`src/rtl/puf_apb_m04_master_pkg.sv`:
```
// Purpose: shared widths, timeout default and FSM encoding for the slave-04 APB master.
// Latency: n/a (declarations only).
// Backpressure: n/a.
// Contents: DEF_* width/timeout defaults, apb_state_e FSM encoding, alignment helper.
package puf_apb_m04_master_pkg;

    localparam int DEF_APB_ADDR_WIDTH   = 32;
    localparam int DEF_APB_DATA_WIDTH   = 32;
    localparam int DEF_APB_STROBE_WIDTH = DEF_APB_DATA_WIDTH / 8;
    localparam int DEF_TIMEOUT_CYCLES   = 256;

    typedef enum logic [1:0] {
        IDLE   = 2'd0,
        SETUP  = 2'd1,
        ACCESS = 2'd2,
        RESP   = 2'd3
    } apb_state_e;

    // Word-aligned accesses only; the PUF wrapper has no byte lanes addressing.
    function automatic logic is_misaligned(input logic [1:0] addr_lsb);
        return addr_lsb != 2'b00;
    endfunction

endpackage

```
`src/rtl/puf_apb_m04_master_apb_wait_timer.sv`:
```
// Purpose: saturating wait-state counter with clear/enable and an expired flag.
// Latency: expired is combinational from the count; count updates one cycle after en.
// Backpressure: none; stops counting once the limit is reached (never wraps).
// Ports: clk/rst_n clock and async active-low reset; clr zeroes the count (wins over en);
//        en advances the count; expired is high while count == LIMIT-1.
module apb_wait_timer #(
    parameter int LIMIT = 256
) (
    input  logic clk,
    input  logic rst_n,
    input  logic clr,
    input  logic en,
    output logic expired
);

    localparam int CW = $clog2(LIMIT + 1);
    localparam logic [CW-1:0] LAST = CW'(LIMIT - 1);
    localparam logic [CW-1:0] ONE  = CW'(1);

    logic [CW-1:0] cnt;

    // Compare with >= so a stray extra enable can never push past the limit.
    assign expired = (cnt >= LAST);

    always_ff @(posedge clk or negedge rst_n) begin
        if (!rst_n) begin
            cnt <= '0;
        end else if (clr) begin
            cnt <= '0;
        end else if (en && !expired) begin
            cnt <= cnt + ONE;
        end
    end

endmodule

```
`src/rtl/puf_apb_m04_master.sv`:
```
// Purpose: single-outstanding APB4 master bridging a valid/ready request to slave port 04.
// Latency: accept N -> SETUP N+1 -> ACCESS N+2 -> rsp_valid N+3 (+1 per wait state).
// Backpressure: req_ready only in IDLE; response held until rsp_ready; stalled slaves time out.
// Ports: pclk/presetn clock and async active-low reset; req_* request channel;
//        rsp_* response channel (rdata, err, timeout); p* APB master bus toward slave 04.
module puf_apb_m04_master
    import puf_apb_m04_master_pkg::*;
#(
    parameter int APB_ADDR_WIDTH   = DEF_APB_ADDR_WIDTH,
    parameter int APB_DATA_WIDTH   = DEF_APB_DATA_WIDTH,
    parameter int APB_STROBE_WIDTH = DEF_APB_STROBE_WIDTH,
    parameter int TIMEOUT_CYCLES   = DEF_TIMEOUT_CYCLES
) (
    input  logic                        pclk,
    input  logic                        presetn,

    input  logic                        req_valid,
    output logic                        req_ready,
    input  logic                        req_write,
    input  logic [APB_ADDR_WIDTH-1:0]   req_addr,
    input  logic [APB_DATA_WIDTH-1:0]   req_wdata,
    input  logic [APB_STROBE_WIDTH-1:0] req_strb,
    input  logic [2:0]                  req_prot,

    output logic                        rsp_valid,
    input  logic                        rsp_ready,
    output logic [APB_DATA_WIDTH-1:0]   rsp_rdata,
    output logic                        rsp_err,
    output logic                        rsp_timeout,

    output logic [APB_ADDR_WIDTH-1:0]   paddr,
    output logic [APB_DATA_WIDTH-1:0]   pwdata,
    output logic [2:0]                  pprot,
    output logic                        psel,
    output logic                        penable,
    output logic                        pwrite,
    output logic [APB_STROBE_WIDTH-1:0] pstrb,

    input  logic                        pready,
    input  logic                        pslverr,
    input  logic [APB_DATA_WIDTH-1:0]   prdata
);

    apb_state_e state;
    logic       timer_clr;
    logic       timer_en;
    logic       timer_expired;

    assign req_ready = (state == IDLE);

    // Clearing during SETUP makes the first ACCESS cycle start at count 0.
    assign timer_clr = (state == SETUP);
    assign timer_en  = (state == ACCESS) && !pready;

    apb_wait_timer #(
        .LIMIT (TIMEOUT_CYCLES)
    ) u_wait_timer (
        .clk     (pclk),
        .rst_n   (presetn),
        .clr     (timer_clr),
        .en      (timer_en),
        .expired (timer_expired)
    );

    // The APB output registers double as the registered request: they are
    // loaded on accept and zeroed when the transfer leaves ACCESS, so the bus
    // reads all-zero outside SETUP/ACCESS without extra muxing.
    always_ff @(posedge pclk or negedge presetn) begin
        if (!presetn) begin
            state       <= IDLE;
            psel        <= 1'b0;
            penable     <= 1'b0;
            paddr       <= '0;
            pwdata      <= '0;
            pstrb       <= '0;
            pprot       <= '0;
            pwrite      <= 1'b0;
            rsp_valid   <= 1'b0;
            rsp_rdata   <= '0;
            rsp_err     <= 1'b0;
            rsp_timeout <= 1'b0;
        end else begin
            case (state)
                IDLE: begin
                    if (req_valid) begin
                        if (is_misaligned(req_addr[1:0])) begin
                            // Rejected locally; the slave never sees it.
                            rsp_valid   <= 1'b1;
                            rsp_err     <= 1'b1;
                            rsp_timeout <= 1'b0;
                            rsp_rdata   <= '0;
                            state       <= RESP;
                        end else begin
                            psel   <= 1'b1;
                            paddr  <= req_addr;
                            pwrite <= req_write;
                            pprot  <= req_prot;
                            pwdata <= req_write ? req_wdata : '0;
                            pstrb  <= req_write ? req_strb  : '0;
                            state  <= SETUP;
                        end
                    end
                end

                SETUP: begin
                    penable <= 1'b1;
                    state   <= ACCESS;
                end

                ACCESS: begin
                    if (pready || timer_expired) begin
                        psel      <= 1'b0;
                        penable   <= 1'b0;
                        paddr     <= '0;
                        pwdata    <= '0;
                        pstrb     <= '0;
                        pprot     <= '0;
                        pwrite    <= 1'b0;
                        rsp_valid <= 1'b1;
                        state     <= RESP;
                        // pready is tested first so a completion on the last
                        // allowed cycle is reported normally, not as a timeout.
                        if (pready) begin
                            rsp_err     <= pslverr;
                            rsp_timeout <= 1'b0;
                            rsp_rdata   <= pwrite ? '0 : prdata;
                        end else begin
                            rsp_err     <= 1'b1;
                            rsp_timeout <= 1'b1;
                            rsp_rdata   <= '0;
                        end
                    end
                end

                RESP: begin
                    if (rsp_ready) begin
                        rsp_valid   <= 1'b0;
                        rsp_err     <= 1'b0;
                        rsp_timeout <= 1'b0;
                        rsp_rdata   <= '0;
                        state       <= IDLE;
                    end
                end

                default: state <= IDLE;
            endcase
        end
    end

endmodule

```
`config.mk`:
```
export PLATFORM = sky130hd
export DESIGN_NAME = puf_apb_m04_master
export DESIGN_NICKNAME = d
export VERILOG_FILES = /design/src/rtl/puf_apb_m04_master_pkg.sv /design/src/rtl/puf_apb_m04_master_apb_wait_timer.sv /design/src/rtl/puf_apb_m04_master.sv
export SDC_FILE = /design/constraint.sdc
export NUM_CORES = 1
export LEC_CHECK = 0
export CAP_MARGIN = 20
export CORE_ASPECT_RATIO = 0.5
export CORE_UTILIZATION = 45
export DETAILED_ROUTE_END_ITERATION = 8
export GPL_TIMING_DRIVEN = 1
export PLACE_DENSITY_LB_ADDON = 0.08
export RECOVER_POWER = 100
export SYNTH_ARGS = -nofsm -noshare
export SYNTH_HDL_FRONTEND = slang
export SYNTH_SLANG_ARGS = --single-unit
```
`constraint.sdc`:
```
create_clock -name pclk -period 8.1 [get_ports pclk]
set_input_delay 2.025 -clock pclk [delete_from_list [all_inputs] [get_ports pclk]]
set_output_delay 2.025 -clock pclk [all_outputs]
set_load 0.03 [all_outputs]
```
==> flow_summary_export.csv <==
group,metric,value,unit
die,initial_core_util,46.16,%
sta,slew_headroom,-74.05,%
sta,skew,8.125,ps
placed_design,dpl.cell_count,890,
yosys,async_reset_ff_share,100.0,%
cts,clk_pin_slew,50,ps
setup_path,crit_path_end_kind,"flip-flop",
die,die_h,79.94,um
layout,areaGrowthSynthToFinish,51.06,%
die,core,11840,um^2
global_route,use_met3,7.546,%
sta,drv_slew,159,
yosys,synth_most_common_cell,"dfrtp_1",
global_route,grt_pass1_wl,21700,um
global_route,top_usage_layer,"met2",
global_route,grt_pass1_vias,4305,
global_route,grt_usage,22.40,%
routing,wl,13420,um
sta,grt_setup_unrepaired,"no",
cts,tritoncts,"built",
sta,setup_tns,0,ps
cts,cts_max_level,4,
yosys,netlist_top_cells_count,"120 x dfrtp_1, 75 x o21ai_0, 72 x nand2_1, 71 x inv_1, 69 x o31ai_1",
hold_path,hp-class,"reg -> reg",
layout,layoutNonFillerInstCount,920,
sta,setup_ws,2327,ps
cts,numCtsBuffers,17,
setup_path,worstPathRequired,8380,ps
cts,hold_buffers,0,
yosys,synth.top_cell.area_share,54.93,%
routing,vias,4500,
power_and_ir_drop,vdd_drop_max,195.4,uV
cts,cts_buffer_depth,2,
cts,cts.sinks,120,
power_and_ir_drop,pwr_density_cell,393.4,nW/um^2
yosys,synth_area_leaders,"dfrtp_1 55%, o31ai_1 9.5%, o21ai_0 6.9%",
yosys,yosys_warnings,0,
yosys,mappedNetlistArea,5466,um^2
yosys,post_synth.cell_area_avg,10.03,um^2
layout,antennaDiodeCount,0,
die,num_rows,28,
placed_design,dp_hpwl,8727,um
cts,postCtsResizedCells,0,
setup_path,path_max_fanout,117,
sta,fin_crit,5773,ps
routing,vias_per_cell,4.891,
yosys,synth.distinct_cells,36,
cts,root_buffer,"clkbuf_16",
global_route,met2_usage,34.80,%
routing,avgRoutedWirePerCell,14.58,um
placed_design,gp_congestion,0.7299,
sta,max_freq,0.1732,GHz
die,die_w,157.9,um
die,dieArea,12620,um^2
sta,period_share,71.27,%
global_route,use_met1,29.76,%
setup_path,cp_data_arrival_time,6050,ps
placed_design,preCtsSetupSlack,2576,ps
yosys,syn_nets,661,
layout,nets,860,
cts,clkLatencyLatePin,400,ps
global_route,antenna_found_initial,0,
outcome,violations,"max-capacitance violations, max-slew violations",
routing,drc_errors,0,
power_and_ir_drop,p_total,3.249,mW
routing,ant_nets,0,
yosys,synthCells,545,
setup_path,cp-start-kind,"input pin",
layout,fillers,917,
sta,max_slew.worst_pin.slew,2611,ps
layout,multiInputGateArea,1972,um^2
outcome,status,"finished, violations left",
setup_path,crit_type,"in -> reg",
job,drv_cap,3,
global_route,grt_max_degree,118,
yosys,ys_ff_latch,120,
placed_design,numPortBuffers,219,
yosys,synth_ff_type,"dfrtp_1",
layout,drive_above_1_share,5.695,%
setup_path,rrSetupSlack,3310,ps
routing,dr.pass1.iters,5,
routing,drt_iter0_drc,248,
die,ios,220,
yosys,ys_seq_area_share,54.93,%
sta,setup_viol,0,
power_and_ir_drop,leakage,3.832,nW
global_route,grt_overflow,0,
layout,seq_area,3003,um^2
yosys,synth-edff-count,0,
cts,post-cts-setup-buffer-count,0,
sta,hold_viol_final,0,
yosys,yosysTopAreaCell,"dfrtp_1",
[stage by stage]
step,area [um^2],hold WS (ps),utilization [%]
floorplan,5466,501.5,-
global placement,7690,475.3,64.94
detailed placement,7690,482.8,64.94
CTS,8272,494.5,69.85
global route,8258,520.5,69.74
finish,8258,484.4,69.74
[worst paths after layout]
check | startpoint | end | depth (start not counted)
setup / recovery | pready | rsp_timeout | 6
hold / removal | rsp_timeout | rsp_timeout | 1
setup reg to reg | state[0] | rsp_timeout | 7
hold reg to reg | rsp_timeout | rsp_timeout | 1
max in group asynchronous | presetn | paddr[0] | 2
min in group asynchronous | presetn | rsp_rdata[18] | 1
[critical path, cell delays in order]
cell and delay [ps]:
dlygate4sd3_1 570, or4b_1 640, a31oi_4 180, buf_4 760, a2111o_1 1420, mux2_1 390
[cell families (layout without fill, tap and decap cells)]
group	Yosys count	count (layout)	share of synthesized area (%)
buffers and inverters	116	326	9.339
adders and majority gates	6	6	1.373
AOI/OAI and AO/OA	156	156	18.43
muxes	39	39	7.233
xor gates and xnor gates	4	4	0.6408
DFF	120	120	54.93
and+or+nand+nor	104	104	8.057
[state kept, by name (all words and copies together), names as in the netlist]
name / cells
psel: 1
rsp_rdata: 32
pwdata: 32
rsp_err: 1
penable: 1
u_wait_timer.cnt: 9
rsp_timeout: 1
state: 2
pwrite: 1
pprot: 3
rsp_valid: 1
paddr: 32
pstrb: 4
[layout make-up]
cell class                      instances  area share, %
Timing Repair Buffer                  225          26.98
Tap cell                              165          2.500
Clock inverter                         13          1.894
Inverter                               71          3.227
Sequential cell                       120          36.36
Multi-Input combinational cell        309          23.88
Clock buffer                           17          5.152
[report_power, final]
group | switching [mW] | internal, mW
Combinational | 0.994 | 0.580
Clock | 0.271 | 0.478
Sequential | 0.104 | 0.822
Total | 1.37 | 1.88
[cells in the final DEF (no fill, tap or decap), types with 2 or more instances in the layout]
master	count
o21ai_0	75
clkbuf_16	17
mux2i_1	35
buf_4	5
clkinv_2	4
xnor2_1	4
o31ai_1	69
inv_1	71
a21oi_1	3
mux2_1	3
nand2_1	72
ha_1	5
clkdlybuf4s50_1	107
clkinvlp_4	5
nand3_1	2
nor2b_1	7
a31oi_4	2
nor2_1	14
and3_1	2
dlygate4sd3_1	111
dfrtp_1	120
bufinv_16	3
[metal layers]
| metal | routed length [um] | vias up |
|---|---|---|
| met5 | 0 | - |
| met4 | 72 | 0 |
| met3 | 1100 | 6 |
| met2 | 6125 | 155 |
| met1 | 6119 | 2095 |
| li1 | - | 2244 |
Note: power is estimated with default switching activity, not from simulation.
